$ cat src/rtl/dl_reg_rr_arb_if.sv
// Handshake/bus bundle for dl_reg_rr_arb.
//   req_valid / req_data / req_ready : NUM_REQ producer channels; requester i
//                                      data sits at [i*NUM_BITS +: NUM_BITS]
//   q / q_valid / q_owner / q_ready  : single consumer channel from the shared
//                                      holding register
// Modports: slave = arbiter side, master = producer/consumer environment.
interface dl_reg_rr_arb_if #(
  parameter int unsigned NUM_REQ  = 4,
  parameter int unsigned NUM_BITS = 32,
  parameter int unsigned IDX_W    = $clog2(NUM_REQ)
);
  logic [NUM_REQ-1:0]          req_valid;
  logic [NUM_REQ*NUM_BITS-1:0] req_data;
  logic [NUM_REQ-1:0]          req_ready;
  logic [NUM_BITS-1:0]         q;
  logic                        q_valid;
  logic [IDX_W-1:0]            q_owner;
  logic                        q_ready;

  modport master (
    output req_valid, req_data, q_ready,
    input  req_ready, q, q_valid, q_owner
  );

  modport slave (
    input  req_valid, req_data, q_ready,
    output req_ready, q, q_valid, q_owner
  );
endinterface

$ cat src/rtl/dl_reg_rr_arb.sv
// Round-robin arbiter feeding a shared one-entry holding register.
// Each cycle at most one valid requester is granted (search starts at the
// priority pointer and wraps), its data is loaded into q and presented to a
// single consumer with a valid/ready handshake. Pop-and-load in one cycle.
// Ports:
//   clk   : rising-edge clock
//   rst_n : synchronous active-low reset
//   bus   : dl_reg_rr_arb_if.slave (request channels in, q channel out)
module dl_reg_rr_arb #(
  parameter int unsigned         NUM_REQ  = 4,
  parameter int unsigned         NUM_BITS = 32,
  parameter logic [NUM_BITS-1:0] RST_VAL  = '0,
  parameter int unsigned         IDX_W    = $clog2(NUM_REQ)
) (
  input  logic              clk,
  input  logic              rst_n,
  dl_reg_rr_arb_if.slave    bus
);

  logic [NUM_BITS-1:0] q_q, q_d;
  logic [IDX_W-1:0]    owner_q, owner_d;
  logic [IDX_W-1:0]    ptr_q, ptr_d;
  logic                full_q, full_d;

  logic                found_hi, found_lo;
  logic [IDX_W-1:0]    idx_hi, idx_lo;
  logic [IDX_W-1:0]    gnt_idx;
  logic                gnt_found;
  logic [NUM_BITS-1:0] gnt_data;
  logic                can_load;
  logic                load;
  logic [NUM_REQ-1:0]  req_ready_c;

  // Wrapping search split in two passes: first valid index at or above ptr,
  // otherwise first valid index overall. Loop-constant indexing keeps the
  // logic a plain priority encoder.
  always_comb begin
    found_hi = 1'b0;
    found_lo = 1'b0;
    idx_hi   = '0;
    idx_lo   = '0;
    for (int unsigned i = 0; i < NUM_REQ; i++) begin
      if (!found_hi && bus.req_valid[i] && (IDX_W'(i) >= ptr_q)) begin
        found_hi = 1'b1;
        idx_hi   = IDX_W'(i);
      end
      if (!found_lo && bus.req_valid[i]) begin
        found_lo = 1'b1;
        idx_lo   = IDX_W'(i);
      end
    end
    gnt_found = found_lo;
    gnt_idx   = found_hi ? idx_hi : idx_lo;
  end

  // Data mux is kept off the req_ready path: req_data only reaches q_d.
  always_comb begin
    gnt_data = '0;
    for (int unsigned i = 0; i < NUM_REQ; i++) begin
      if (gnt_idx == IDX_W'(i)) begin
        gnt_data = bus.req_data[i*NUM_BITS +: NUM_BITS];
      end
    end
  end

  assign can_load = !full_q || bus.q_ready;
  assign load     = gnt_found && can_load && rst_n;

  always_comb begin
    req_ready_c = '0;
    for (int unsigned i = 0; i < NUM_REQ; i++) begin
      req_ready_c[i] = load && (gnt_idx == IDX_W'(i));
    end
  end

  always_comb begin
    q_d     = q_q;
    owner_d = owner_q;
    ptr_d   = ptr_q;
    full_d  = full_q;
    if (load) begin
      q_d     = gnt_data;
      owner_d = gnt_idx;
      full_d  = 1'b1;
      ptr_d   = (gnt_idx == IDX_W'(NUM_REQ - 1)) ? '0 : gnt_idx + 1'b1;
    end else if (full_q && bus.q_ready) begin
      full_d  = 1'b0;
    end
  end

  always_ff @(posedge clk) begin
    if (!rst_n) begin
      q_q     <= RST_VAL;
      owner_q <= '0;
      ptr_q   <= '0;
      full_q  <= 1'b0;
    end else begin
      q_q     <= q_d;
      owner_q <= owner_d;
      ptr_q   <= ptr_d;
      full_q  <= full_d;
    end
  end

  assign bus.req_ready = req_ready_c;
  assign bus.q         = q_q;
  assign bus.q_valid   = full_q;
  assign bus.q_owner   = owner_q;

endmodule

$ cat src/flat_wrapper.sv
// flat-port wrapper written by rule: the top's interface ports become plain ports
module dl_reg_rr_arb_flat 
#(
  parameter int unsigned         NUM_REQ  = 4,
  parameter int unsigned         NUM_BITS = 32,
  parameter logic [NUM_BITS-1:0] RST_VAL  = '0,
  parameter int unsigned         IDX_W    = $clog2(NUM_REQ)
)
  (clk, rst_n, bus_req_valid, bus_req_data, bus_q_ready, bus_req_ready, bus_q, bus_q_valid, bus_q_owner);
  dl_reg_rr_arb_if #(.NUM_REQ(NUM_REQ), .NUM_BITS(NUM_BITS), .IDX_W(IDX_W)) bus_i ();
  input  logic clk;
  input  logic rst_n;
  input wire logic [$bits(bus_i.req_valid)-1:0] bus_req_valid;
  input wire logic [$bits(bus_i.req_data)-1:0] bus_req_data;
  input wire logic [$bits(bus_i.q_ready)-1:0] bus_q_ready;
  output wire logic [$bits(bus_i.req_ready)-1:0] bus_req_ready;
  output wire logic [$bits(bus_i.q)-1:0] bus_q;
  output wire logic [$bits(bus_i.q_valid)-1:0] bus_q_valid;
  output wire logic [$bits(bus_i.q_owner)-1:0] bus_q_owner;
  assign bus_i.req_valid = bus_req_valid;
  assign bus_i.req_data = bus_req_data;
  assign bus_i.q_ready = bus_q_ready;
  assign bus_req_ready = bus_i.req_ready;
  assign bus_q = bus_i.q;
  assign bus_q_valid = bus_i.q_valid;
  assign bus_q_owner = bus_i.q_owner;
  dl_reg_rr_arb #(.NUM_REQ(NUM_REQ), .NUM_BITS(NUM_BITS), .RST_VAL(RST_VAL), .IDX_W(IDX_W)) u_core (.clk(clk), .rst_n(rst_n), .bus(bus_i));
endmodule
$ cat config.mk
export PLATFORM = sky130hd
export DESIGN_NAME = dl_reg_rr_arb_flat
export DESIGN_NICKNAME = d
export VERILOG_FILES = /design/src/rtl/dl_reg_rr_arb_if.sv /design/src/rtl/dl_reg_rr_arb.sv /design/src/flat_wrapper.sv
export SDC_FILE = /design/constraint.sdc
export NUM_CORES = 1
export LEC_CHECK = 0
export BUFFER_PORTS_ARGS = -buffer_cell sky130_fd_sc_hd__buf_2
export CAP_MARGIN = 20
export CORE_MARGIN = 5
export CORE_UTILIZATION = 37
export CTS_CLUSTER_DIAMETER = 40
export CTS_CLUSTER_SIZE = 24
export DETAILED_ROUTE_END_ITERATION = 8
export PLACE_DENSITY = 0.77
export SYNTH_ARGS = -nofsm -noshare
export SYNTH_HDL_FRONTEND = slang
export SYNTH_SLANG_ARGS = --single-unit
$ cat constraint.sdc
create_clock -name clk -period 3.8 [get_ports clk]
set_input_delay 1.14 -clock clk [delete_from_list [all_inputs] [get_ports clk]]
set_output_delay 1.14 -clock clk [all_outputs]
set_load 0.01 [all_outputs]
Yosys cells after proc, flatten, opt, wreduce, memory -nomap -nowiden --
Cells that the tools add are included. W data, S select, Z words.
Cells by class: muxes and demuxes 22, magnitude comparators 4, add/subtract/negate cells 1, equality and inequality tests 3, reduce and logical (&&, ||, !) cells 27
Operators with widths (number):
- $mux W32 | 4
- $logic_and A1 B1 Y1 | 17
- $mux W1 | 12
- $mux W2 | 6
- $logic_not A1 Y1 | 7
- $eq A2 B2 Y1 const B | 2
- $ge A1 B2 Y1 const A | 2
- $ge A2 B2 Y1 const A | 2
- $add A2 B1 Y2 const B | 1
- $eq A2 B1 Y1 const B | 1
- $logic_not A2 Y1 | 1
- $reduce_bool A2 Y1 | 1
- $logic_or A1 B1 Y1 | 1
Storage, ports and cells: bits of input ports 135, register bits after elaboration 37, output and inout bits 39, logic and storage cells 61

Depth between registers and ports, before layout --
word-level depth 21, gate-level depth with buffers 11, gate-level depth less buffers 9

Least setup slack after synthesis --
Ideal clock, no wire load.
path type input-to-output, start in bus_req_valid[1], end out bus_req_ready[1], data arrival time 2.739 ns, path slack -0.079 ns, stages on the path 7, buffers on the path 2, cells stage by stage and2b_1 a21boi_0 o32ai_1 ha_1 clkbuf_1 clkbuf_1 and2_4
Between the ends: cells in the longest elaborated chain, start to end 14, elaborated cells on any way between the ends 30, classes of those cells eq/ne (1); mux (13); reduce/logical (16)
Ends and longest elaborated chain:
- from (decl) | line flat_wrapper.sv:13 | input wire logic [$bits(bus_i.req_valid)-1:0] bus_req_valid;
- $logic_and A1 B1 Y1 (2 in series) | line dl_reg_rr_arb.sv:43 | if (!found_hi && bus.req_valid[i] && (IDX_W'(i) >= ptr_q)) begin
- $mux W1 | line dl_reg_rr_arb.sv:43
- $logic_not A1 Y1 | line dl_reg_rr_arb.sv:43
- $logic_and A1 B1 Y1 (2 in series) | line dl_reg_rr_arb.sv:43
- $mux W1 | line dl_reg_rr_arb.sv:43
- $logic_not A1 Y1 | line dl_reg_rr_arb.sv:43
- $logic_and A1 B1 Y1 (2 in series) | line dl_reg_rr_arb.sv:43
- $mux W2 / $mux W1 (equally long branches) | line dl_reg_rr_arb.sv:43
- $mux W2 | line dl_reg_rr_arb.sv:53 | gnt_idx = found_hi ? idx_hi : idx_lo;
- $eq A2 B1 Y1 | line dl_reg_rr_arb.sv:72 | req_ready_c[i] = load && (gnt_idx == IDX_W'(i));
- $logic_and A1 B1 Y1 * | line dl_reg_rr_arb.sv:72
- to (decl) | line flat_wrapper.sv:16 | output wire logic [$bits(bus_i.req_ready)-1:0] bus_req_ready;
Every way passes the cells marked *; elsewhere a longest branch is shown, timed or not.

Worst setup path in the final report --
start in bus_req_valid[1], end out bus_req_ready[2]
Between the ends: cells in the longest elaborated chain, start to end 14, elaborated cells on any way between the ends 30, classes of those cells eq/ne (1); mux (13); reduce/logical (16)
Ends and longest elaborated chain:
- $logic_and A1 B1 Y1 (2 in series) | line dl_reg_rr_arb.sv:43
- $mux W1 | line dl_reg_rr_arb.sv:43
- $logic_not A1 Y1 | line dl_reg_rr_arb.sv:43
- $logic_and A1 B1 Y1 (2 in series) | line dl_reg_rr_arb.sv:43
- $mux W1 | line dl_reg_rr_arb.sv:43
- $logic_not A1 Y1 | line dl_reg_rr_arb.sv:43
- $logic_and A1 B1 Y1 (2 in series) | line dl_reg_rr_arb.sv:43
- $mux W2 / $mux W1 (equally long branches) | line dl_reg_rr_arb.sv:43
- $mux W2 * | line dl_reg_rr_arb.sv:53
- named net u_core.gnt_idx[1] | line dl_reg_rr_arb.sv:27 | logic [IDX_W-1:0] gnt_idx;
- $eq A2 B2 Y1 * | line dl_reg_rr_arb.sv:72
- $logic_and A1 B1 Y1 * | line dl_reg_rr_arb.sv:72
The timed path passes the listed nets; every way through them passes the cells marked *.

==> qor.yml <==
drc: 0
period_share: 0.9703
routedWlPerCell_um: 15.29
crit_type: "in -> out"
fmax_mhz: 271.2
dieArea_mm2: 0.008299
grt_max_degree: 65
slowest_delay_ps: 390
final_util: 0.5325
drt-vias-per-instance: 5.390
detail-route-antenna-nets: 0
status: "finished, final reports clean"
relSlewSlack: 0.5665
wl_um: 8147
cts_tree: "built"
hold_class: "reg -> reg"
end_kind: "output port"
setup_tns_ps: 0
crit_chain: "buf_2 > and2b_1 > a21boi_0 > o32ai_2 > inv_1 > ha_2 > and2_4 > buf_2"
root_buffer: "clkbuf_8"
ir_drop_mv: 0.2436
syn_to_final_growth_pct: 39.74
worstSkewPairLatency_ps: 280
arrival_ps: 2550
layout_min_cycle_time_ps: 3687
fin_ws_ps: 112.7
placementRows: 29
synth_seq_cells: 37
drive_gt1_frac: 0.4912
vias: 2873
dr.first_iter.drc_count: 143
crit_buf_inv: 3
cts-resized-gates: 0
clock_sinks: 37
synth_fp_nets: 439
cap_violations: 0
clk_path_buf_depth: 2
ctsHoldBuffers: 0
grt_antenna_before_repair: 0
core_area_mm2: 0.006386
grtUsageTotal: 0.1887
multi_input_area_mm2: 0.001404
die_h_um: 91.10
syn_area_per_cell_um2: 8.112
cellInternalPower_mw: 1.011
grt_pass1_vias: 2841
yosysTopAreaCellShare: 0.3044
cts_setup_buffers: 0
path_delay_family: "compound AO/OA/AOI/OAI gates"
synth_cell_type_count: 27
seq_area_um2: 740.7
htreeDepth: 2
synthCells: 300
dpl.cell_count: 526
p_leak_nw: 1.761
p_sw_uw: 630.0
fp.dieW_um: 91.10
final_cell_mix: "173 x buf_2, 71 x a21oi_1, 37 x dfxtp_1"
slew_violations: 0
synth_area_leaders: "dfxtp_1 30%, a21oi_1 15%, a221oi_1 12%"
hold_viol_final: 0
start_util: 0.3811
tightest_slew_ps: 650.3
cp_max_fo: 4
ys_seq_area_frac: 0.3044
ios: 174
gp_congestion: 0.7674
power_frac_comb: 0.509
drt_first_pass_iters: 4
antenna_cells: 0
p_sw_frac: 0.3839
p_per_area_mw_per_mm2: 482.6
overflow: 0
cp.required_ps: 2660
cp_slowest_cell: "o32ai_2"
dp_hpwl_um: 6180
mostFrequentLayoutCell: "buf_2"
numPortBuffers: 173
synth_area_mm2: 0.002434
yosysWarnings: 0
yosysTopAreaCell: "dfxtp_1"
dp_slack_ps: 119.2
grt_pass1_wl_um: 13260
seqPwrFrac: 0.322
clk_pin_slew_ps: 70
nets: 595
start_kind: "input pin"
cts_buffers: 5
setup_viol: 0
fin_skew_ps: 4.264
nFillCells: 612
fin_cells: 533
clkPwrFrac: 0.170
grt_setup_unrepaired: "no"
critPathMostFrequentCell: "buf_2"
[power groups by stage]
stage	Clock [mW]	Sequential, mW	Combinational, mW
finish	0.278	0.528	0.835
detailed placement	0	0.535	0.838
global placement	0	0.533	0.820
CTS	0.288	0.528	0.843
floorplan	0	0.569	0.528
global route	0.308	0.537	0.929
[kinds of logic after synthesis]
kind of cell             synth area share
buffers and inverters              0.1249
adder cells (fa/ha/maj)           0.02057
AND/OR/NAND/NOR                   0.06993
AO/OA/AOI/OAI                      0.4802
flip-flops                         0.3044
[registers in the layout, summed over array words and instances (netlist names)]
register / count
u_core.bus.q: 32
u_core.bus.q_owner: 2
u_core.ptr_q: 2
u_core.bus.q_valid: 1
[area by class of cell]
| class | instances | area share |
|---|---|---|
| inverter | 34 | 0.03753 |
| clock buffer | 7 | 0.02539 |
| timing repair buffer | 182 | 0.2781 |
| tap | 77 | 0.02833 |
| sequential | 37 | 0.2178 |
| multi-input combinational | 196 | 0.4128 |
[per-layer routing]
layer / track usage / vias up / wire [um]
met5: 0 / - / 0
met4: 0.04279 / 0 / 88
met3: 0.06281 / 9 / 811
met2: 0.3371 / 123 / 3940
met1: 0.2170 / 1317 / 3307
li1: - / 1424 / -
[per-stage QoR]
| stage | hold WS, ps | power [mW] | instance area [um^2] |
|---|---|---|---|
| finish | 495.1 | 1.641 | 3401 |
| global placement | 464.3 | 1.353 | 3314 |
| floorplan | 463.5 | 1.097 | 2442 |
| CTS | 496.5 | 1.659 | 3401 |
| detailed placement | 481.7 | 1.374 | 3314 |
| global route | 501.2 | 1.774 | 3401 |
[path summary, 6_finish.rpt]
kind                            slack (ps)  cells after the start                  start               endpoint
worst max-delay path                   110                      8       bus_req_valid[1]       bus_req_ready[2]
worst min-delay path                   500                      2  u_core.bus.q_owner[1]  u_core.bus.q_owner[1]
worst max register to register        1120                     11        u_core.ptr_q[0]        u_core.bus.q[1]
worst min register to register         500                      2  u_core.bus.q_owner[1]  u_core.bus.q_owner[1]
[worst reg2reg max path: stages, from the launching register on]
cell      delay (ps)
dfxtp_1          330
nor2b_1          180
nor3b_1           80
o22ai_1          180
inv_1            130
ha_1             250
buf_4            190
nor2b_2          520
buf_12           240
a221oi_1         100
a211o_1          300
a21oi_1          130
[synthesized netlist by cell type]
| cell type | instances |
|---|---|
| buf_1 | 5 |
| a211o_1 | 31 |
| nand3_1 | 4 |
| clkbuf_1 | 16 |
| buf_6 | 6 |
| nand2_1 | 3 |
| and3_4 | 1 |
| a21oi_1 | 71 |
| and2_4 | 4 |
| and2b_1 | 1 |
| nor2_1 | 2 |
| o22ai_1 | 1 |
| nand3_2 | 1 |
| a21oi_2 | 25 |
| a21boi_0 | 1 |
| nand2b_1 | 1 |
| ha_1 | 4 |
| dfxtp_1 | 37 |
| or4_4 | 1 |
| nor3b_1 | 1 |
| o32ai_1 | 1 |
| o21ai_0 | 4 |
| inv_1 | 34 |
| a221oi_1 | 32 |
| buf_2 | 6 |
| nor2b_1 | 6 |
| nor3_1 | 1 |
Note: power is estimated with default switching activity, not from simulation.
